**config.mk**
```make
export PLATFORM = sky130hd
export DESIGN_NAME = axi_rd_arbiter
export DESIGN_NICKNAME = d
export VERILOG_FILES = /design/src/rtl/axi_pkg.sv /design/src/rtl/arb_sel2.sv /design/src/rtl/axi_rd_arbiter.sv
export SDC_FILE = /design/constraint.sdc
export NUM_CORES = 1
export LEC_CHECK = 0
export ABC_AREA = 0
export BUFFER_PORTS_ARGS = -buffer_cell sky130_fd_sc_hd__buf_4
export CORE_ASPECT_RATIO = 1.2
export CORE_MARGIN = 4
export CORE_UTILIZATION = 40
export CTS_BUF_LIST = sky130_fd_sc_hd__clkbuf_4 sky130_fd_sc_hd__clkbuf_8
export CTS_CLUSTER_DIAMETER = 50
export DETAILED_ROUTE_END_ITERATION = 8
export PLACE_DENSITY = 0.83
export RECOVER_POWER = 25
export SLEW_MARGIN = 5
export SYNTH_ARGS = -nofsm -noshare
export SYNTH_HDL_FRONTEND = slang
export SYNTH_SLANG_ARGS = --single-unit
```
**constraint.sdc**
```tcl
create_clock -name clk -period 1.85 [get_ports clk]
set_clock_uncertainty 0.15 [all_clocks]
set_input_delay 0.37 -clock clk [delete_from_list [all_inputs] [get_ports clk]]
set_output_delay 0.37 -clock clk [all_outputs]
set_load 0.005 [all_outputs]
```
**src/rtl/axi_pkg.sv**
```systemverilog
// Shared types and constants for the two-master AXI-lite read arbiter.
package axi_pkg;

    typedef enum logic [1:0] {
        ARB_IDLE = 2'd0,
        ARB_AR   = 2'd1,
        ARB_R    = 2'd2
    } arb_state_t;

    localparam logic [1:0] RESP_OKAY   = 2'b00;
    localparam logic [1:0] RESP_SLVERR = 2'b10;

    localparam logic MST_IFU = 1'b0;
    localparam logic MST_LSU = 1'b1;

endpackage

```
**src/rtl/arb_sel2.sv**
```systemverilog
// Two-requester grant selector: fixed priority (LSU over IFU) by default,
// two-way round-robin when AXI_RD_ARB_RR_EN is defined.
module arb_sel2
    import axi_pkg::*;
(
    input  logic [1:0] req,
`ifdef AXI_RD_ARB_RR_EN
    input  logic       last_grant,
`endif
    output logic       sel,
    output logic       any_req
);

    // Pick the winner among the active requests.
    always_comb begin
        any_req = |req;
`ifdef AXI_RD_ARB_RR_EN
        if (req == 2'b11) begin
            sel = ~last_grant;
        end else if (req[1]) begin
            sel = MST_LSU;
        end else begin
            sel = MST_IFU;
        end
`else
        if (req[1]) begin
            sel = MST_LSU;
        end else begin
            sel = MST_IFU;
        end
`endif
    end

endmodule

```
**src/rtl/axi_rd_arbiter.sv**
```systemverilog
// Two-master, one-slave AXI-lite read arbiter with a single outstanding
// transaction. Define AXI_RD_ARB_RR_EN for round-robin arbitration.
module axi_rd_arbiter
    import axi_pkg::*;
#(
    parameter int unsigned ADDR_W = 32,
    parameter int unsigned DATA_W = 32,
    parameter int unsigned RESP_W = 2
) (
    input  logic              clk,
    input  logic              rst,
    input  logic [ADDR_W-1:0] m0_araddr,
    input  logic              m0_arvalid,
    output logic              m0_arready,
    output logic [DATA_W-1:0] m0_rdata,
    output logic [RESP_W-1:0] m0_rresp,
    output logic              m0_rvalid,
    input  logic              m0_rready,
    input  logic [ADDR_W-1:0] m1_araddr,
    input  logic              m1_arvalid,
    output logic              m1_arready,
    output logic [DATA_W-1:0] m1_rdata,
    output logic [RESP_W-1:0] m1_rresp,
    output logic              m1_rvalid,
    input  logic              m1_rready,
    output logic [ADDR_W-1:0] s_araddr,
    output logic              s_arvalid,
    input  logic              s_arready,
    input  logic [DATA_W-1:0] s_rdata,
    input  logic [RESP_W-1:0] s_rresp,
    input  logic              s_rvalid,
    output logic              s_rready
);

    arb_state_t        state_q, state_d;
    logic              grant_q, grant_d;
    logic [ADDR_W-1:0] addr_q, addr_d;
    logic              sel_s, any_req_s, rready_s;
    logic [1:0]        arready_s;
`ifdef AXI_RD_ARB_RR_EN
    logic              last_grant_q, last_grant_d;
`endif

    arb_sel2 u_sel (
        .req        ({m1_arvalid, m0_arvalid}),
`ifdef AXI_RD_ARB_RR_EN
        .last_grant (last_grant_q),
`endif
        .sel        (sel_s),
        .any_req    (any_req_s)
    );

    // Acceptance is masked during reset so nothing is granted before the first live edge.
    assign m0_arready = arready_s[0] & rst;
    assign m1_arready = arready_s[1] & rst;

    // Next-state, address capture and response routing.
    always_comb begin
        state_d   = state_q;
        grant_d   = grant_q;
        addr_d    = addr_q;
`ifdef AXI_RD_ARB_RR_EN
        last_grant_d = last_grant_q;
`endif
        arready_s = 2'b00;
        rready_s  = 1'b0;
        s_arvalid = 1'b0;
        s_araddr  = {ADDR_W{1'b0}};
        s_rready  = 1'b0;
        m0_rvalid = 1'b0;
        m0_rdata  = {DATA_W{1'b0}};
        m0_rresp  = {RESP_W{1'b0}};
        m1_rvalid = 1'b0;
        m1_rdata  = {DATA_W{1'b0}};
        m1_rresp  = {RESP_W{1'b0}};
        case (state_q)
            ARB_IDLE: begin
                if (any_req_s) begin
                    if (sel_s == MST_LSU) begin
                        arready_s = 2'b10;
                        addr_d    = m1_araddr;
                    end else begin
                        arready_s = 2'b01;
                        addr_d    = m0_araddr;
                    end
                    grant_d = sel_s;
`ifdef AXI_RD_ARB_RR_EN
                    last_grant_d = sel_s;
`endif
                    state_d = ARB_AR;
                end else begin
                    state_d = ARB_IDLE;
                end
            end
            ARB_AR: begin
                s_arvalid = 1'b1;
                s_araddr  = addr_q;
                if (s_arready) begin
                    state_d = ARB_R;
                end else begin
                    state_d = ARB_AR;
                end
            end
            ARB_R: begin
                if (grant_q == MST_LSU) begin
                    rready_s  = m1_rready;
                    m1_rvalid = s_rvalid;
                    m1_rdata  = s_rdata;
                    m1_rresp  = s_rresp;
                end else begin
                    rready_s  = m0_rready;
                    m0_rvalid = s_rvalid;
                    m0_rdata  = s_rdata;
                    m0_rresp  = s_rresp;
                end
                s_rready = rready_s;
                if (s_rvalid && rready_s) begin
                    state_d = ARB_IDLE;
                end else begin
                    state_d = ARB_R;
                end
            end
            default: begin
                state_d = ARB_IDLE;
            end
        endcase
    end

    // State, grant and captured address registers.
    always_ff @(posedge clk or negedge rst) begin
        if (!rst) begin
            state_q <= ARB_IDLE;
            grant_q <= MST_IFU;
            addr_q  <= {ADDR_W{1'b0}};
`ifdef AXI_RD_ARB_RR_EN
            last_grant_q <= MST_LSU;
`endif
        end else begin
            state_q <= state_d;
            grant_q <= grant_d;
            addr_q  <= addr_d;
`ifdef AXI_RD_ARB_RR_EN
            last_grant_q <= last_grant_d;
`endif
        end
    end

endmodule

```
==> impl_metrics.toml, run 1 <==
[floorplan]
dieArea_sq_um = 7770
core_sq_um = 6130
pin_count = 212
initial_core_util = 0.419
num_rows = 31
die_height_um = 95.8
fp.dieW_um = 81.2

[sta]
setup_violations = 105
finalWorstSetupSlack_ns = -0.205
finalCritPeriodShare = 1.11
maxSlewHeadroom = 0.465
period_minus_slack_ns = 2.06
tightest_slew_ns = 0.802
timing.fmax_ghz = 0.487
rsz0062_at_grt = "true"
hold_viol = 0
slew_viol_final = 0
finalHoldWorstSlack_ns = 0.157

[logic_synthesis]
ys_warn_count = 0
synth_fp_nets = 341
postSynthCellCount = 235
yosys_register_bits = 35
synthesis.area_sq_um = 2570
synth_cell_type_count = 21
yosysTopAreaCellShare = 0.341
ys_top_cells_by_area = "dfrtp_1 34%, and2_1 25%, mux2_4 17%"
avgSynthCellArea_sq_um = 10.9
yosysSeqAreaShare = 0.341
synth_area_leader_cell = "dfrtp_1"

[drt]
dr.pass1.iters = 7
drcViolationCount = 0
drtAntennaViolNets = 0
vias_per_cell = 4.78
routed_wl_um = 10200
drtIter0Drc = 101
via_count = 2613
wire_per_inst_um = 18.7

[critical_path]
arrival_ns = 1.54
worst-setup-path-type = "reg2out"
worstPathRequired_ns = 1.33
r2r-start = "state_q[0]"
crit_start = "state_q[0]"
cp_max_fo = 14
cp-start-kind = "flop"
crit_path_end_kind = "output port"

[power]
powerDensity_nw_per_um2 = 1180
p_total_mw = 5.57
leakage_nw = 2.49
worst_ir_drop_vdd_v = 0.000756

[final_layout]
n_fill_cell = 432
instances_no_fill = 547
multi_input_area_sq_um = 1680
nNetsFinal = 571
seqCellArea_sq_um = 878
num_antenna_cells = 0
drive_above_1_share = 0.727
final_cell_area_sq_um = 4730
syn2layout_area_growth_pct = 84.0

[global_route]
grt_pass1_vias = 2861
antenna_found_initial = 2
grt_max_degree = 33
grt_pass1_wl_um = 15000
track_usage = 0.258
overflow = 0

[placed_design]
port_buffers = 211
dp.cells = 520
pre_cts_slack_ns = -0.327
routabilityCongestion = 0.784
place_area_sq_um = 4260
dp_hpwl_um = 7600

[clock_tree]
cts_tree = "built"
cts_made_buffers = 5
cts_sinks = 35
root_buffer = "clkbuf_8"
cts.path.max_buffers = 2
cts.clk_slew.worst_paths_ns = 0.07
clkLatencyLatePin_ns = 0.28
htreeDepth = 2

[outcome]
outcome = "finished with violations"
violations = "setup timing"

[worst_hold_path]
min_from = "s_arready"
min_path_type = "in2reg"

[run]
maxCapViolCount = 0
-- kinds of logic (layout without fill, tap and decap cells) --
logic type      Yosys count  after routing  share of synthesized area
buf+inv                  19            248                     0.0477
flops                    35             35                      0.341
mux                      65             65                      0.327
compound gates            5              5                     0.0141
simple gates            111            112                      0.270
-- power breakdown --
| part | switching (mW) | leakage [nW] | internal, mW |
|---|---|---|---|
| Sequential | 0.247 | 0.408 | 1.17 |
| Clock | 0.273 | 0.0470 | 0.292 |
| Combinational | 1.25 | 2.03 | 2.35 |
-- cell usage after synthesis --
master    instances
a22o_1            1
buf_6             5
nor2b_1           2
and4b_1           1
nor2_2            2
dfrtp_1          35
nand2_1           1
and3_1            1
clkbuf_2          3
inv_1             2
a21o_1            2
buf_4             2
mux2_2           36
o21a_1            1
mux2_4           29
buf_2             2
a21oi_1           1
clkbuf_1          5
nor2_1            1
nand2b_1          1
and2_1          102
-- repair_timing --
item                                    CTS  global route
resized for setup                        20            44
endpoints found under the setup margin  104           105
endpoints found under the hold margin     3             0
pin swaps                                 1             5
setup buffers                            14             2
hold buffers                              2             0
cloned                                    4             1
-- worst paths after layout --
kind,end,slack [ns],depth (start not counted)
worst max-delay path,m0_rdata[26],-0.21,6
worst min-delay path,state_q[1],0.16,2
max in group asynchronous,addr_q[7],0.28,3
min in group asynchronous,state_q[0],0.39,2
worst min register to register,addr_q[11],0.35,1
worst max register to register,addr_q[4],0.06,6
-- per-layer routing --
layer,vias to the layer above,GRT usage,share of wire
li1,1224,-,-
met1,1210,0.263,0.33
met2,157,0.480,0.52
met3,18,0.103,0.12
met4,4,0.0732,0.018
met5,-,0,0.0029
-- layout by cell type, fill, tap and decap left out, types with 2 or more instances in the layout --
master           n
buf_4          203
and2_1          83
mux2_2          36
dfrtp_1         33
mux2_4          29
buf_6           26
and2_4          19
clkbuf_8         6
buf_12           4
nor2_4           3
nor2b_4          3
inv_1            2
a21o_1           2
dfrtp_2          2
dlygate4sd3_1    2
-- stage by stage --
step	TNS, ns	util
finish	-16.84	0.771
global route	-22.61	0.771
CTS	-16.95	0.758
detailed placement	-9.94	0.695
global placement	-8.46	0.695
floorplan	0	-
-- critical path: stages, from the launching register on --
cell	delay [ns]
dfrtp_1	0.41
buf_6	0.12
nand2b_4	0.16
nor2_4	0.14
buf_6	0.16
and2_1	0.15
buf_4	0.12
-- registers in the layout, indices dropped and copies added (netlist names) --
name	count
grant_q	1
state_q	2
addr_q	32
-- final cells by class --
| type | count | share of cell area |
|---|---|---|
| Multi-Input combinational cell | 182 | 0.355 |
| Sequential cell | 35 | 0.186 |
| Tap cell | 82 | 0.0217 |
| Clock buffer | 6 | 0.0175 |
| Timing Repair Buffer | 239 | 0.417 |
| Clock inverter | 1 | 0.00106 |
| Inverter | 2 | 0.00159 |
(Power assumes the default switching activity.)
==> inputs of run 2 (changes only) <==
- CORE_UTILIZATION: 40 -> 39
- PLACE_DENSITY: 0.83 -> not set
- PLACE_DENSITY_LB_ADDON: not set -> 0.12
- SYNTH_HIERARCHICAL: not set -> 1
==> run 2 against run 1 <==
- the run still ends with setup timing left
- critical endpoint is now m0_rdata[4]
- largest cell class unchanged
- worst setup slack gained 0.13 ns
- synthesized cell count grew 16%
- wire length shrank 18%
==> impl_metrics.toml, run 2 <==
[floorplan]
initial_core_util = 0.406
die_height_um = 92.7
core_sq_um = 5740
num_rows = 30
pin_count = 212
fp.dieW_um = 78.6
dieArea_sq_um = 7290

[clock_tree]
cts_made_buffers = 5
root_buffer = "clkbuf_8"
cts_sinks = 35
htreeDepth = 2
cts_tree = "built"
cts.clk_slew.worst_paths_ns = 0.06
cts.path.max_buffers = 2
clkLatencyLatePin_ns = 0.28

[outcome]
violations = "setup timing"
outcome = "finished with violations"

[power]
powerDensity_nw_per_um2 = 1140
worst_ir_drop_vdd_v = 0.000688
leakage_nw = 2.26

[final_layout]
n_fill_cell = 491
largest-register = "addr_q"
drive_above_1_share = 0.514
nNetsFinal = 586
postLayoutCoreUtil = 0.738
largest_register_ffs = 32
final_cell_mix = "200 x buf_4, 90 x and2_1, 34 x dfrtp_1"
layout_commonest_cell = "buf_4"
num_antenna_cells = 0
largest_registers = "addr_q (32), state_q (2), grant_q (1)"
instances_no_fill = 559
syn2layout_area_growth_pct = 81.6

[drt]
wire_per_inst_um = 15.0
vias_per_cell = 4.60
via_count = 2570
dr.pass1.iters = 4
drtIter0Drc = 18
drcViolationCount = 0
drtAntennaViolNets = 0
routed_wl_um = 8410

[logic_synthesis]
async_flop_share = 1.00
synth_fp_nets = 378
synthesis.area_sq_um = 2330
synth.most_common_cell = "and2_1"
yosysTopAreaCellShare = 0.375
synthFlopType = "dfrtp_1"
ys_top_cells_by_area = "dfrtp_1 38%, and2_1 27%, mux2i_1 14%"
postSynthCellCount = 272
yosysSeqAreaShare = 0.375
ys_top_cells_by_count = "102 x and2_1, 35 x dfrtp_1, 33 x a21oi_1, 33 x nor2_1, 32 x mux2i_1"
yosys_register_bits = 35
avgSynthCellArea_sq_um = 8.58
synth_cell_type_count = 21
ys_warn_count = 6
synth_edf_count = 0
synth_area_leader_cell = "dfrtp_1"

[sta]
rsz0062_at_grt = "true"
hold_viol = 0
slew_viol_final = 0
finalWorstSetupSlack_ns = -0.0705
finalCritPeriodShare = 1.04
finalHoldWorstSlack_ns = 0.159
maxSlewHeadroom = 0.430
setup_violations = 104
tightest_slew_ns = 0.855
timing.fmax_ghz = 0.521
period_minus_slack_ns = 1.92

[critical_path]
crit_path_end_kind = "output port"
cp-start-kind = "flop"
arrival_ns = 1.40
worstPathRequired_ns = 1.33
cp_max_fo = 35
rr_worst_depth = 5
worst-setup-path-type = "reg2out"

[placed_design]
dp_hpwl_um = 6680
dp.cells = 549
port_buffers = 211
routabilityCongestion = 0.753

[run]
maxCapViolCount = 0

[global_route]
track_usage = 0.217
grt_pass1_vias = 2439
grt_pass1_wl_um = 12400
grt_max_degree = 68
overflow = 0
antenna_found_initial = 0

[worst_hold_path]
min_path_type = "in2reg"
min_delay_path_depth = 2
run 2: cell types whose count changed in the layout (fill, tap and decap cells not counted), sizes merged, moves of 2 or more:
cell / before / now
nor2b: 3 / 1
mux2: 65 / 1
buf: 234 / 219
mux2i: 0 / 32
nor2: 3 / 35
dlygate4sd3: 2 / 0
a21oi: 1 / 33
run 2: worst paths after layout:
check,startpoint,to,slack (ns)
min in group asynchronous,rst,addr_q[7],0.32
hold reg to reg,addr_q[25],addr_q[25],0.37
max in group asynchronous,rst,state_q[1],0.65
setup reg to reg,state_q[1],addr_q[9],0.30
setup / recovery,state_q[0],m0_rdata[4],-0.07
hold / removal,s_arready,state_q[1],0.16
run 2: where the power goes:
group / switching [mW] / leakage (nW) / total (mW) / internal, mW
combinational: 1.25 / 1.84 / 3.01 / 1.77
clock: 0.247 / 0.0406 / 0.512 / 0.265
sequential: 0.184 / 0.387 / 1.33 / 1.14
run 2: timing repair:
| action | 4_1_cts | 5_1_grt |
|---|---|---|
| buffers inserted | 2 | 0 |
| pin swaps | 1 | 6 |
| resized for setup | 5 | 27 |
| gates cloned | 1 | 1 |
| endpoints found under the setup margin | 102 | 105 |
| hold buffers | 0 | 0 |
run 2: metrics by stage:
step	setup TNS, ns	power (mW)	worst slack (ns)	cell area, sq um
after floorplan	0	2.57	0.246	2330
after detailed placement	0	4.00	0.0988	4020
after CTS	-6.19	4.66	-0.0827	4150
after global routing	-13.28	5.24	-0.161	4240
final	-4.95	4.85	-0.0705	4240
after global placement	0	3.93	0.134	4020
run 2: cell type report:
cell class	count	area, sq um	share of cell area
multi-input cells	214	1390	0.329
inverters	2	7.51	0.00177
repair buffers	222	1780	0.421
well taps	80	100	0.0236
clock buffers	6	76.3	0.0180
flip-flops and latches	35	877	0.207
run 2: kinds of logic after synthesis:
logic type / after synthesis / share of synthesized area
compound gates: 36 / 0.0794
buf+inv: 23 / 0.0488
flops: 35 / 0.375
mux: 33 / 0.142
simple gates: 145 / 0.354
run 2: per-layer routing:
metal  wire, um  global-route usage
met5          0                   0
met4         54              0.0437
met3        767              0.0613
met2       4720               0.424
met1       2870               0.227
run 2: critical path, stage by stage, from the launching register on:
cell and delay (ns):
dfrtp_1 0.39, nand2b_4 0.16, nor2_2 0.13, buf_12 0.17
and2_1 0.15, buf_4 0.11
==> inputs of run 3 (changes only) <==
- CELL_PAD_IN_SITES_DETAIL_PLACEMENT: not set -> 1
- CELL_PAD_IN_SITES_GLOBAL_PLACEMENT: not set -> 1
- CORE_UTILIZATION: 39 -> 25
==> run 3 against run 2 <==
- critical path type unchanged
- count of clock-buffer cells in the layout is 2 higher
- via count is 3.3% higher
- sequential cell count stayed put
- non-clock buffer count is 2 higher
- combinational power is 4% lower
- critical endpoint is now s_araddr[27]
- the flow still finishes with violations (setup timing)
- worst setup slack worse by 0.076 ns
- global-route usage is 5.2 points lower
- die area is 50% higher
- final area is 3.1% higher
- maximum frequency is 3.8% lower
- final cell count is 7.9% higher
==> impl_metrics.toml, run 3 (synthesis gave the netlist of run 2 again) <==
[outcome]
outcome = "finished with violations"
violations = "setup timing"

[drt]
dr.pass1.iters = 4
via_count = 2655
drtIter0Drc = 36
wire_per_inst_um = 15.8
drtAntennaViolNets = 0
routed_wl_um = 9500
drcViolationCount = 0
vias_per_cell = 4.40

[floorplan]
fp.dieW_um = 96.2
core_sq_um = 9080
die_height_um = 114
initial_core_util = 0.257
dieArea_sq_um = 11000
num_rows = 38
pin_count = 212

[final_layout]
largest_register_ffs = 32
largest-register = "addr_q"
num_antenna_cells = 0
largest_registers = "addr_q (32), state_q (2), grant_q (1)"
postLayoutCoreUtil = 0.481
layout_commonest_cell = "buf_4"
final_cell_mix = "196 x buf_4, 85 x and2_1, 33 x a21oi_1, 33 x dfrtp_1"
nNetsFinal = 588
drive_above_1_share = 0.536
syn2layout_area_growth_pct = 87.2
instances_no_fill = 603

[sta]
maxSlewHeadroom = 0.389
rsz0062_at_grt = "true"
slew_viol_final = 0
finalHoldWorstSlack_ns = 0.146
tightest_slew_ns = 0.917
finalCritPeriodShare = 1.08
period_minus_slack_ns = 2.00
timing.fmax_ghz = 0.501
setup_violations = 104
hold_viol = 0
finalWorstSetupSlack_ns = -0.147

[clock_tree]
cts.path.max_buffers = 2
cts_tree = "built"
cts.clk_slew.worst_paths_ns = 0.07
cts_made_buffers = 5
clkLatencyLatePin_ns = 0.28
htreeDepth = 2
root_buffer = "clkbuf_8"
cts_sinks = 35

[global_route]
track_usage = 0.165
overflow = 0
grt_max_degree = 68
grt_pass1_wl_um = 14100
antenna_found_initial = 1
grt_pass1_vias = 2722

[critical_path]
cp-start-kind = "flop"
r2r-start = "state_q[1]"
worst-setup-path-type = "reg2out"
rr_worst_depth = 5
worstPathRequired_ns = 1.33
critPathCapture = "s_araddr[27]"
crit_start = "state_q[0]"
regToRegSetupSlack_ns = 0.16
arrival_ns = 1.48
cp_max_fo = 35
crit_path_end_kind = "output port"
r2r-end = "addr_q[11]"

[power]
worst_ir_drop_vdd_v = 0.000602
leakage_nw = 2.29
powerDensity_nw_per_um2 = 1120

[run]
maxCapViolCount = 0

[worst_hold_path]
min_path_type = "in2reg"

[placed_design]
port_buffers = 211
dp_hpwl_um = 7190
routabilityCongestion = 0.706
dp.cells = 589
-- run 3: what timing repair did --
| item | 4_1_cts | 5_1_grt |
|---|---|---|
| cloned | 2 | 1 |
| buffers inserted | 7 | 1 |
| setup endpoints to repair | 102 | 139 |
| endpoints found under the hold margin | 0 | 0 |
| resized for setup | 21 | 38 |
| pin swaps | 0 | 14 |
| hold buffers | 0 | 0 |
-- run 3: metal layers --
layer / routed length, um / vias to the layer above / share of wire / global-route usage
met1: 3380 / 1217 / 0.36 / 0.181
li1: - / 1291 / - / -
met4: 107 / 2 / 0.011 / 0.0370
met5: 13 / - / 0.0014 / 0
met2: 4800 / 135 / 0.51 / 0.303
met3: 1200 / 10 / 0.13 / 0.0521
-- run 3: power by group --
part / internal [mW] / switching (mW)
logic: 1.64 / 1.27
clock network: 0.355 / 0.280
registers: 1.14 / 0.189
-- run 3: worst min path at each step --
stage / slack, ns / cells past startpoint / start / end
floorplan: -0.08 / 0 / rst / addr_q[0]
global route: 0.13 / 2 / s_arready / state_q[1]
detailed placement: 0.32 / 2 / rst / state_q[0]
CTS: 0.005 / 2 / rst / addr_q[10]
global placement: 0.32 / 2 / rst / state_q[0]
finish: 0.15 / 2 / s_arready / state_q[1]
-- run 3: worst max-delay path: stages, from the launching register on --
cell	delay (ns)
dfrtp_1	0.38
buf_4	0.14
and2b_1	0.18
buf_12	0.17
and2_1	0.18
buf_4	0.14
-- run 3: metrics by stage --
| stage | power [mW] | setup slack [ns] | cell area [sq um] | TNS [ns] |
|---|---|---|---|---|
| after floorplan | 2.57 | 0.246 | 2330 | 0 |
| after global placement | 3.97 | 0.0747 | 4060 | 0 |
| after detailed placement | 4.03 | 0.0462 | 4060 | 0 |
| after CTS | 4.96 | -0.156 | 4330 | -10.80 |
| after global routing | 5.31 | -0.217 | 4370 | -17.23 |
| final | 4.87 | -0.147 | 4370 | -9.45 |
-- run 3: area by class of cell --
type | count | area, sq um
clock buffers | 8 | 104
fillers | 1096 | 4710
inverters | 2 | 7.51
multi-input cells | 214 | 1430
flip-flops and latches | 35 | 878
well taps | 120 | 150
repair buffers | 224 | 1800
